$ cat config.mk
export PLATFORM = sky130hd
export DESIGN_NAME = nibble_serial_subtractor_16_flat
export DESIGN_NICKNAME = d
export VERILOG_FILES = /design/src/rtl/nibble_serial_subtractor_16_pkg.sv /design/src/rtl/nibble_serial_subtractor_16_if.sv /design/src/rtl/nibble_serial_subtractor_16_subtractor_4.sv /design/src/rtl/nibble_serial_subtractor_16.sv /design/src/flat_wrapper.sv
export SDC_FILE = /design/constraint.sdc
export NUM_CORES = 1
export LEC_CHECK = 0
export ABC_AREA = 1
export CAP_MARGIN = 5
export CORE_AREA = 2 2 85 71
export DETAILED_ROUTE_END_ITERATION = 7
export DIE_AREA = 0 0 87 73
export PLACE_DENSITY = 0.76
export SYNTH_ARGS = -nofsm -noshare
export SYNTH_HDL_FRONTEND = slang
export SYNTH_SLANG_ARGS = --single-unit
$ cat constraint.sdc
create_clock -name clk -period 3.93 [get_ports clk]
set_input_delay 0.5895 -clock clk [delete_from_list [all_inputs] [get_ports clk]]
set_output_delay 0.5895 -clock clk [all_outputs]
set_load 0.03 [all_outputs]
$ cat src/rtl/nibble_serial_subtractor_16_pkg.sv
// ============================================================================
// nibble_sub_pkg : shared constants and FSM state type for the serial subtractor
// Rev 1.0
// ============================================================================
`default_nettype none

package nibble_sub_pkg;

  localparam int WIDTH_DEF       = 16;
  localparam int NIBBLE_DEF      = 4;
  localparam int NUM_NIBBLES_DEF = WIDTH_DEF / NIBBLE_DEF;
  localparam int CNT_W           = $clog2(NUM_NIBBLES_DEF);

  typedef enum logic [1:0] {
    IDLE = 2'd0,
    BUSY = 2'd1,
    DONE = 2'd2
  } state_t;

endpackage

`default_nettype wire

$ cat src/rtl/nibble_serial_subtractor_16_if.sv
// ============================================================================
// nibble_sub_if : request/result valid-ready bundle of the serial subtractor
// Rev 1.0
// ============================================================================
`default_nettype none

interface nibble_sub_if
  import nibble_sub_pkg::*;
#(
  parameter int WIDTH = WIDTH_DEF
);
  logic             in_valid;
  logic             in_ready;
  logic [WIDTH-1:0] a;
  logic [WIDTH-1:0] b;
  logic             bin;
  logic             out_valid;
  logic             out_ready;
  logic [WIDTH-1:0] diff;
  logic             bout;
  logic             ovf;
  logic             zero;

  modport master (
    output in_valid, a, b, bin, out_ready,
    input  in_ready, out_valid, diff, bout, ovf, zero
  );

  modport slave (
    input  in_valid, a, b, bin, out_ready,
    output in_ready, out_valid, diff, bout, ovf, zero
  );
endinterface

`default_nettype wire

$ cat src/rtl/nibble_serial_subtractor_16_subtractor_4.sv
// ============================================================================
// subtractor_4 : combinational 4-bit ripple-borrow subtractor
// Rev 1.0
// ============================================================================
`default_nettype none

module subtractor_4 (
  input  logic [3:0] a,
  input  logic [3:0] b,
  input  logic       bin,
  output logic [3:0] diff,
  output logic       bout
);
  logic [4:0] borrow;

  assign borrow[0] = bin;

  for (genvar i = 0; i < 4; i++) begin : g_bit
    assign diff[i]       = a[i] ^ b[i] ^ borrow[i];
    assign borrow[i + 1] = (~a[i] & b[i]) | (~(a[i] ^ b[i]) & borrow[i]);
  end

  assign bout = borrow[4];
endmodule

`default_nettype wire

$ cat src/rtl/nibble_serial_subtractor_16.sv
// ============================================================================
// nibble_serial_subtractor_16 : a - b - bin, one nibble per cycle, valid/ready
// Rev 1.0
// ============================================================================
`default_nettype none

module nibble_serial_subtractor_16
  import nibble_sub_pkg::*;
#(
  parameter int WIDTH  = WIDTH_DEF,
  parameter int NIBBLE = NIBBLE_DEF
) (
  input logic         clk,
  input logic         rst_n,
  nibble_sub_if.slave bus
);
  localparam int NUM_NIBBLES = WIDTH / NIBBLE;
  localparam int CW          = (NUM_NIBBLES > 1) ? $clog2(NUM_NIBBLES) : 1;
  localparam logic [CW-1:0] LAST = CW'(NUM_NIBBLES - 1);

  state_t                             state;
  logic [CW-1:0]                      cnt;
  logic [NUM_NIBBLES-1:0][NIBBLE-1:0] a_q;
  logic [NUM_NIBBLES-1:0][NIBBLE-1:0] b_q;
  logic [NUM_NIBBLES-1:0][NIBBLE-1:0] diff_q;
  logic [NUM_NIBBLES-1:0][NIBBLE-1:0] diff_next;
  logic                               borrow;
  logic                               bout_q;
  logic                               ovf_q;
  logic                               zero_q;
  logic                               in_ready_q;
  logic                               out_valid_q;
  logic [NIBBLE-1:0]                  nib_diff;
  logic                               nib_bout;

  // Single shared nibble slice, steered by the counter.
  subtractor_4 u_sub (
    .a    (a_q[cnt]),
    .b    (b_q[cnt]),
    .bin  (borrow),
    .diff (nib_diff),
    .bout (nib_bout)
  );

  always_comb begin
    diff_next      = diff_q;
    diff_next[cnt] = nib_diff;
  end

  always_ff @(posedge clk) begin
    if (!rst_n) begin
      state       <= IDLE;
      cnt         <= '0;
      a_q         <= '0;
      b_q         <= '0;
      borrow      <= 1'b0;
      diff_q      <= '0;
      bout_q      <= 1'b0;
      ovf_q       <= 1'b0;
      zero_q      <= 1'b0;
      in_ready_q  <= 1'b0;
      out_valid_q <= 1'b0;
    end else begin
      case (state)
        IDLE: begin
          in_ready_q  <= 1'b1;
          out_valid_q <= 1'b0;
          if (bus.in_valid && in_ready_q) begin
            a_q        <= bus.a;
            b_q        <= bus.b;
            borrow     <= bus.bin;
            cnt        <= '0;
            in_ready_q <= 1'b0;
            state      <= BUSY;
          end
        end
        BUSY: begin
          diff_q <= diff_next;
          borrow <= nib_bout;
          cnt    <= cnt + CW'(1);
          if (cnt == LAST) begin
            bout_q      <= nib_bout;
            ovf_q       <= (a_q[NUM_NIBBLES-1][NIBBLE-1] != b_q[NUM_NIBBLES-1][NIBBLE-1]) &&
                           (diff_next[NUM_NIBBLES-1][NIBBLE-1] != a_q[NUM_NIBBLES-1][NIBBLE-1]);
            zero_q      <= (diff_next == '0);
            out_valid_q <= 1'b1;
            state       <= DONE;
          end
        end
        DONE: begin
          if (bus.out_ready) begin
            out_valid_q <= 1'b0;
            in_ready_q  <= 1'b1;
            state       <= IDLE;
          end
        end
        default: state <= IDLE;
      endcase
    end
  end

  assign bus.in_ready  = in_ready_q;
  assign bus.out_valid = out_valid_q;
  assign bus.diff      = diff_q;
  assign bus.bout      = bout_q;
  assign bus.ovf       = ovf_q;
  assign bus.zero      = zero_q;
endmodule

`default_nettype wire

$ cat src/flat_wrapper.sv
// flat-port wrapper written by rule: the top's interface ports become plain ports
module nibble_serial_subtractor_16_flat import nibble_sub_pkg::*;
#(
  parameter int WIDTH  = WIDTH_DEF,
  parameter int NIBBLE = NIBBLE_DEF
)
  (clk, rst_n, bus_in_valid, bus_a, bus_b, bus_bin, bus_out_ready, bus_in_ready, bus_out_valid, bus_diff, bus_bout, bus_ovf, bus_zero);
  nibble_sub_if #(.WIDTH(WIDTH)) bus_i ();
  input logic clk;
  input logic rst_n;
  input wire logic [$bits(bus_i.in_valid)-1:0] bus_in_valid;
  input wire logic [$bits(bus_i.a)-1:0] bus_a;
  input wire logic [$bits(bus_i.b)-1:0] bus_b;
  input wire logic [$bits(bus_i.bin)-1:0] bus_bin;
  input wire logic [$bits(bus_i.out_ready)-1:0] bus_out_ready;
  output wire logic [$bits(bus_i.in_ready)-1:0] bus_in_ready;
  output wire logic [$bits(bus_i.out_valid)-1:0] bus_out_valid;
  output wire logic [$bits(bus_i.diff)-1:0] bus_diff;
  output wire logic [$bits(bus_i.bout)-1:0] bus_bout;
  output wire logic [$bits(bus_i.ovf)-1:0] bus_ovf;
  output wire logic [$bits(bus_i.zero)-1:0] bus_zero;
  assign bus_i.in_valid = bus_in_valid;
  assign bus_i.a = bus_a;
  assign bus_i.b = bus_b;
  assign bus_i.bin = bus_bin;
  assign bus_i.out_ready = bus_out_ready;
  assign bus_in_ready = bus_i.in_ready;
  assign bus_out_valid = bus_i.out_valid;
  assign bus_diff = bus_i.diff;
  assign bus_bout = bus_i.bout;
  assign bus_ovf = bus_i.ovf;
  assign bus_zero = bus_i.zero;
  nibble_serial_subtractor_16 #(.WIDTH(WIDTH), .NIBBLE(NIBBLE)) u_core (.clk(clk), .rst_n(rst_n), .bus(bus_i));
endmodule
Word level (Yosys, flattened, before mapping)
Index checks and enable logic that the tools add are counted. W data, S select, Z words.

Input port bits: 37. Word-level logic and storage cells: 94. Flip-flop bits (word level): 58.

Bitwise logic cells: 28. Magnitude comparators: 2. Eq/ne operators: 8. Mux-type cells: 21. Add/sub/neg operators: 1. Reduce and logical (&&, ||, !) cells: 14.

Operator list (count): $bmux W4 S2 (2); $bwmux W16 (1); $logic_not A16 Y1 (1); $mux W4 (3); $and A1 B1 Y1 (8); $demux W4 S2 (1); $mux W2 (4); $not A1 Y1 (8); $reduce_and A2 Y1 (4); $xor A1 B1 Y1 (8); $pmux W2 S3 (1); $reduce_and A3 Y1 (2); $mux W1 (5); $eq A2 B2 Y1 const B (2); $ne A2 B1 Y1 const B (2); $or A1 B1 Y1 (4); $pmux W1 S2 (2); $pmux W2 S2 (1); $reduce_bool A2 Y1 (2); $logic_and A1 B1 Y1 (3); $lt A2 B3 Y1 const B (1); $pmux W1 S3 (1); $reduce_bool A3 Y1 (1); $add A2 B1 Y2 const B (1); 5 further kinds (6).

Depth between registers and ports, before layout
Gate-level depths: netlist of run 1.

Depth after elaboration: 14. Gate-level depth with buffers: 18. Gate-level depth less buffers: 16.

By module
Synthesis of run 1 repeated with hierarchy kept, for this count alone.

Cell total of the unflattened synthesis: 371. Area, all modules: 2717.6 µm².

Modules (own cells, without submodules): nibble_serial_subtractor_16 (sequential area each 1161.1 µm², cells an instance 357, instances 1, area each 2600.0 µm²); subtractor_4 (sequential area each 0.0 µm², cells an instance 14, instances 1, area each 117.6 µm²).

Worst setup path after synthesis of run 1
No wires, ideal clock.

Path type: reg2reg. From: register u_core.cnt[0]. To: register u_core.zero_q (netlist: u_core.bus.zero). Buffers on the path: 2. Stages on the path, launching flop included: 18. Setup time: 0.067 ns. Data arrival time: 2.970 ns. Data required time: 3.863 ns. Path slack: 0.893 ns. Cells stage by stage: dfxtp_1 clkbuf_2 buf_2 o21ai_0 o22ai_1 fa_1 inv_1 fa_1 fa_1 inv_1 fa_1 nand2_1 nand2_2 nor2_1 nand2_1 nor2_1 nand3_1 a21oi_2.

Cells in the longest elaborated chain, start to end: 13. Elaborated cells on any way between the ends: 36. Those cells by class: 2 x order compare; 1 x eq/ne; 7 x mux; 23 x bitwise; 3 x reduce/logical.

RTL lines: start: declaration (line nibble_serial_subtractor_16.sv:22) `logic [CW-1:0] cnt;`; start signal: assignment (line nibble_serial_subtractor_16.sv:80) `cnt <= cnt + CW'(1);`; $bmux W4 S2 (on tied branches) (line nibble_serial_subtractor_16.sv:38, nibble_serial_subtractor_16.sv:39); $mux W4 (on tied branches) (line nibble_serial_subtractor_16.sv:38, nibble_serial_subtractor_16.sv:39); $xor A1 B1 Y1 (line nibble_serial_subtractor_16_subtractor_4.sv:19, nibble_serial_subtractor_16_subtractor_4.sv:20); $not A1 Y1 (line nibble_serial_subtractor_16_subtractor_4.sv:20) `assign borrow[i + 1] = (~a[i] & b[i]) | (~(a[i] ^ b[i]) & borrow[i]);`; $and A1 B1 Y1 (line nibble_serial_subtractor_16_subtractor_4.sv:20); $or A1 B1 Y1 (line nibble_serial_subtractor_16_subtractor_4.sv:20); $and A1 B1 Y1 (line nibble_serial_subtractor_16_subtractor_4.sv:20); $or A1 B1 Y1 (line nibble_serial_subtractor_16_subtractor_4.sv:20); $and A1 B1 Y1 (line nibble_serial_subtractor_16_subtractor_4.sv:20); $or A1 B1 Y1 (line nibble_serial_subtractor_16_subtractor_4.sv:20); $xor A1 B1 Y1 (line nibble_serial_subtractor_16_subtractor_4.sv:19) `assign diff[i] = a[i] ^ b[i] ^ borrow[i];`; $bwmux W16 (line nibble_serial_subtractor_16.sv:47) `diff_next[cnt] = nib_diff;`; $logic_not A16 Y1 (line nibble_serial_subtractor_16.sv:85) `zero_q <= (diff_next == '0);`; end signal: assignment (line nibble_serial_subtractor_16.sv:85); end: declaration (line nibble_serial_subtractor_16.sv:30) `logic zero_q;`.

Several ways; a longest one is shown, not always the timed one. The select of a mux whose other input is x is not followed. A chain may end at the register's enable or synchronous reset.

Worst setup path after layout of run 1
Ends and elaborated chain as after synthesis.

==> results of run 1 <==
cells in the final DEF (no fill, tap or decap), drive strengths merged:
cell | synthesis | layout
o21ai | 59 | 59
inv | 21 | 21
nand4 | 1 | 1
or2 | 1 | 1
nand3b | 1 | 1
nand2 | 72 | 72
buf | 14 | 2
clkdlybuf4s50 | 0 | 57
a211oi | 1 | 1
nor2 | 88 | 88
o211ai | 1 | 1
nand3 | 2 | 2
a21oi | 18 | 18
fa | 4 | 4
bufinv | 0 | 1
a32o | 3 | 3
dfxtp | 58 | 58
clkbuf | 6 | 14
ha | 4 | 4
o22ai | 4 | 4
clkinv | 0 | 1
a31oi | 11 | 11
power by group through the flow:
stage               combinational (mW)  clock, mW  sequential [mW]
global placement                 0.337          0            0.669
floorplan                        0.215          0            0.686
CTS                              0.346      0.554            0.657
global route                     0.391      0.580            0.662
detailed placement               0.344          0            0.670
finish                           0.345      0.547            0.658
flip-flops by register name, indices dropped and copies added, names as in the netlist:
register              cells
u_core.bus.diff          16
u_core.bus.out_valid      1
u_core.state              2
u_core.b_q               16
u_core.a_q               16
u_core.bus.ovf            1
u_core.borrow             1
u_core.bus.zero           1
u_core.bus.bout           1
u_core.bus.in_ready       1
u_core.cnt                2
cells by family (layout without fill, tap and decap cells):
kind of cell             Yosys count  in the layout  synth area share [%]
AO/OA/AOI/OAI                     97             97                  19.7
adder cells (fa/ha/maj)            8              8                  4.85
buffers and inverters             41             96                  7.00
flip-flops                        58             58                  43.3
AND/OR/NAND/NOR                  165            165                  25.2
stage by stage:
step,cells,setup slack (ns)
2_1_floorplan,369,0.893
3_3_place_gp,475,0.783
3_5_place_dp,475,0.599
4_1_cts,491,0.582
5_1_grt,491,0.316
6_report,491,0.575
worst max-delay path, cell delays in order (launching register included):
cell	delay, ns
dfxtp_1	0.31
inv_1	0.41
o21ai_0	0.19
o22ai_1	0.21
fa_1	0.21
inv_1	0.05
fa_1	0.38
fa_1	0.37
inv_1	0.07
fa_1	0.47
nand2_1	0.10
nand2_2	0.08
nor2_1	0.10
nand2_1	0.06
nor2_1	0.09
nand3_1	0.08
a21oi_2	0.11
layer usage:
| metal | up-vias | GRT usage [%] | part of all wire, % |
|---|---|---|---|
| li1 | 1309 | - | - |
| met4 | 0 | 8.51 | 1.3 |
| met3 | 8 | 7.69 | 6.8 |
| met5 | - | 0 | 0 |
| met1 | 1099 | 25.7 | 47 |
| met2 | 71 | 32.8 | 45 |
path summary, 6_finish.rpt:
path	depth (start not counted)	end	slack [ns]
hold / removal	2	u_core.bus.out_valid	0.48
setup reg to reg	16	u_core.bus.zero	0.57
hold reg to reg	2	u_core.bus.out_valid	0.48
setup / recovery	16	u_core.bus.zero	0.57
cell type report:
type                       count  area, um2  area share (%)
clock inverter                 2       35.0            1.02
tap                           67       83.8            2.43
sequential                    58       1160            33.7
multi-input combinational    270       1330            38.7
timing repair buffer          59        586            17.0
clock buffer                  14        163            4.72
inverter                      21       81.3            2.36
==> impl_metrics.py, run 1 <==
metrics = {
    "routing": {
        "wl_per_cell_um": 12.2,
        "post-route-drc-count": 0,
        "totalWireLength_um": 6000,
        "initialDrtViolationCount": 135,
        "antenna_left": 0,
        "firstDrtPassIters": 4,
        "vias_per_cell": 5.07,
        "vias": 2487,
    },
    "logic_synthesis": {
        "yosysSeqAreaShare_pct": 43.3,
        "yosysMostFrequentCell": "nor2_1",
        "yosys.area.top_type": "dfxtp_1",
        "synthArstFlopShare_pct": 0,
        "synth_ff_type": "dfxtp_1",
        "synth_top_area_share_pct": 43.3,
        "synth_top_cells_by_count": "86 x nor2_1, 68 x nand2_1, 58 x dfxtp_1, 58 x o21ai_0, 17 x a21oi_1",
        "synth_area_um2": 2680,
        "avgSynthCellArea_um2": 7.27,
        "yosysUniqueCellTypes": 28,
        "ys_top_cells_by_area": "dfxtp_1 43%, nor2_1 12%, o21ai_0 11%, nand2_1 9.5%, a21oi_1 3.2%",
        "ys_ff_latch": 58,
        "syn_nets": 414,
        "synth_edf_count": 0,
        "yosysWarnings": 0,
        "synthesis.instances": 369,
    },
    "cells_and_area": {
        "diodes": 0,
        "fin_util_pct": 61.5,
        "nets": 464,
        "area_delta_synth_final_pct": 28.4,
        "drive_gt1_share_pct": 7.31,
        "stdcell_area_um2": 3440,
        "fill_cells": 515,
    },
    "floorplan": {
        "core_um2": 5600,
        "die-height_um": 73,
        "num_rows": 25,
        "chipWidth_um": 87,
        "initial_utilization_pct": 47.9,
        "die_area_um2": 6350,
        "io_pins": 58,
    },
    "placed_design": {
        "gp_congestion": 0.847,
        "io_buffers": 57,
        "place_hpwl_um": 4360,
        "postPlaceCellArea_um2": 3250,
    },
    "setup_path": {
        "end_kind": "register",
        "crit_type": "register to register",
        "timing.rr.start": "u_core.cnt[0]",
        "worstPathRequired_ns": 4.19,
        "cp.arrival_ns": 3.62,
        "path_max_fanout": 21,
        "crit_start": "u_core.cnt[0]",
        "crit_path_start_kind": "register",
    },
    "pwr": {
        "power.switching_mw": 0.451,
        "p_int_mw": 1.10,
        "peakVddDrop_mv": 0.248,
        "switching_share_pct": 29.1,
        "combPwrFrac_pct": 22.3,
        "seq_power_share_pct": 42.4,
        "p_leak_nw": 1.36,
        "p_clk_share_pct": 35.3,
        "power.total_mw": 1.55,
        "powerDensity_nw_per_um2": 450,
    },
    "clock_tree": {
        "cts_tree": "done",
        "clock-root-buffer": "clkbuf_8",
        "cts_sinks": 58,
        "ctsResizeCount": 0,
        "holdBufCountCts": 0,
        "post_cts_buffers": 0,
        "cts_made_buffers": 9,
        "cts_buffer_depth": 2,
        "h-tree-depth": 3,
        "clkLatencyLatePin_ns": 0.33,
        "clk_pin_slew_ns": 0.06,
    },
    "sta": {
        "skew_ns": 0.00394,
        "rsz0062_at_grt": "false",
        "finalHoldViolCount": 0,
        "fmax_mhz": 298,
        "period_needed_ns": 3.36,
        "post-route-period-util_pct": 85.4,
        "maxSlewViolCount": 0,
        "setup_viol": 0,
        "relSlewSlack_pct": 51.5,
        "tightest_slew_ns": 0.726,
        "tns_ns": 0,
        "hold_slack_ns": 0.481,
    },
    "global_route": {
        "antenna_found_initial": 0,
        "grt_pass1_wl_um": 10200,
        "grt_start_max_net_pins": 36,
        "grt_usage_pct": 20.8,
        "grt_pass1_vias": 2332,
        "overflow": 0,
    },
    "worst_hold_path": {
        "hp-class": "register to register",
        "worstHoldStart": "u_core.bus.out_valid",
    },
    "status": {
        "status": "finished clean",
    },
    "flow_run": {
        "drv_cap": 0,
    },
}
(Power assumes the default switching activity.)
==> inputs of run 2 (changes only) <==
Settings changed: ABC_CLOCK_PERIOD_IN_PS from default to 3930, CORE_AREA 2 2 85 71 to 2 2 90 75, DIE_AREA 0 0 87 73 to 0 0 92 77, PLACE_DENSITY 0.76 to 0.69.
==> run 2 against run 1 <==
Against the previous run: register-to-register slack gained 0.03 ns; critical path depth did not move; clock-buffer cell count decreased by 4.
==> impl_metrics.py, run 2 (synthesis gave the netlist of run 1 again) <==
metrics = {
    "status": {
        "status": "finished clean",
    },
    "sta": {
        "relSlewSlack_pct": 45.9,
        "rsz0062_at_grt": "false",
        "finalHoldViolCount": 0,
        "setup_viol": 0,
        "fmax_mhz": 300,
        "tns_ns": 0,
        "maxSlewViolCount": 0,
        "period_needed_ns": 3.33,
        "tightest_slew_ns": 0.809,
        "skew_ns": 0.00793,
        "post-route-period-util_pct": 84.7,
    },
    "clock_tree": {
        "post_cts_buffers": 0,
        "cts_sinks": 58,
        "ctsResizeCount": 0,
        "cts_buffer_depth": 2,
        "clk_pin_slew_ns": 0.07,
        "h-tree-depth": 3,
        "clock-root-buffer": "clkbuf_8",
        "clkLatencyLatePin_ns": 0.35,
        "cts_made_buffers": 9,
        "cts_tree": "done",
        "holdBufCountCts": 0,
    },
    "cells_and_area": {
        "diodes": 0,
        "drive_gt1_share_pct": 8.00,
        "area_delta_synth_final_pct": 29.3,
        "fill_cells": 595,
        "final_common_cell": "nor2_1",
        "final_cell_mix": "86 x nor2_1, 68 x nand2_1, 58 x o21ai_0, 58 x dfxtp_1, 57 x clkdlybuf4s50_1",
        "multi_input_area_um2": 1330,
        "nets": 465,
        "register_area_um2": 1160,
    },
    "floorplan": {
        "chipWidth_um": 92,
        "die-height_um": 77,
        "die_area_um2": 7080,
        "initial_utilization_pct": 43.4,
        "io_pins": 58,
        "core_um2": 6180,
        "num_rows": 26,
    },
    "setup_path": {
        "cp.arrival_ns": 3.61,
        "worstPathRequired_ns": 4.21,
        "crit_type": "register to register",
        "path_max_fanout": 21,
        "rrSetupSlack_ns": 0.60,
        "timing.rr.start": "u_core.cnt[0]",
        "end_kind": "register",
        "crit_start": "u_core.cnt[0]",
        "crit_path_start_kind": "register",
    },
    "global_route": {
        "grtUsageMet1_pct": 22.3,
        "antenna_found_initial": 0,
        "grt_use_met2_pct": 28.4,
        "grt_start_max_net_pins": 36,
        "use_met3_pct": 6.97,
        "overflow": 0,
        "grt_pass1_vias": 2258,
        "grt_usage_pct": 18.0,
        "grt_pass1_wl_um": 10100,
        "busiest_layer": "met2",
    },
    "worst_hold_path": {
        "hp-class": "register to register",
        "worstHoldStart": "u_core.bus.bout",
    },
    "placed_design": {
        "gp_congestion": 0.857,
        "place_hpwl_um": 4410,
        "io_buffers": 57,
    },
    "routing": {
        "wl_per_cell_um": 12.0,
        "initialDrtViolationCount": 121,
        "firstDrtPassIters": 4,
        "antenna_left": 0,
        "post-route-drc-count": 0,
        "vias_per_cell": 4.97,
        "vias": 2530,
        "totalWireLength_um": 6110,
    },
    "pwr": {
        "power.total_mw": 1.54,
        "p_leak_nw": 1.36,
        "peakVddDrop_mv": 0.244,
        "powerDensity_nw_per_um2": 444,
    },
    "flow_run": {
        "drv_cap": 0,
    },
}
-- run 2: cell types whose count changed in the layout (fill, tap and decap cells not counted) --
cell,previous run,this run
clkbuf_8,11,9
clkbuf_1,3,1
clkinvlp_4,0,2
clkinv_4,0,2
buf_4,2,3
-- run 2: area by class of cell --
cell class,instances,share of cell area [%]
Inverter,21,2.34
Tap cell,84,3.03
Multi-Input combinational cell,270,38.4
Clock buffer,10,3.68
Clock inverter,6,1.95
Sequential cell,58,33.5
Timing Repair Buffer,60,17.1
-- run 2: path summary, 6_finish.rpt --
path | cells past startpoint | endpoint
worst max-delay path | 16 | u_core.bus.zero
worst min-delay path | 2 | u_core.bus.bout
worst max register to register | 16 | u_core.bus.zero
worst min register to register | 2 | u_core.bus.bout
-- run 2: through the flow --
step	std cells	hold WS, ns	utilization (%)	instance area, um2	setup slack (ns)
3_5_place_dp	493	0.472	53.0	3270	0.609
5_1_grt	509	0.509	56.1	3470	0.271
4_1_cts	509	0.488	56.1	3470	0.594
2_1_floorplan	369	0.446	-	2680	0.893
6_report	509	0.482	56.1	3470	0.600
3_3_place_gp	493	0.463	53.0	3270	0.767
-- run 2: critical path, cell delays in order (launching register included) --
cell and delay [ns]:
dfxtp_1 0.31, inv_1 0.42, o21ai_0 0.16, o22ai_1 0.20
fa_1 0.20, inv_1 0.05, fa_1 0.37, fa_1 0.38
inv_1 0.08, fa_1 0.47, nand2_1 0.11, nand2_2 0.07
nor2_1 0.10, nand2_1 0.05, nor2_1 0.09, nand3_1 0.09
a21oi_2 0.11
-- run 2: metal layers --
metal  part of all wire (%)  vias to the layer above  wire [um]
met5                      0                        -          0
met4                    1.5                        0         92
met3                    5.7                       10        348
met2                     43                       67       2660
met1                     49                     1136       3010
li1                       -                     1317          -
-- run 2: power breakdown --
| part | switching, mW | internal [mW] |
|---|---|---|
| registers | 0.0278 | 0.630 |
| clock network | 0.244 | 0.293 |
| logic | 0.204 | 0.144 |
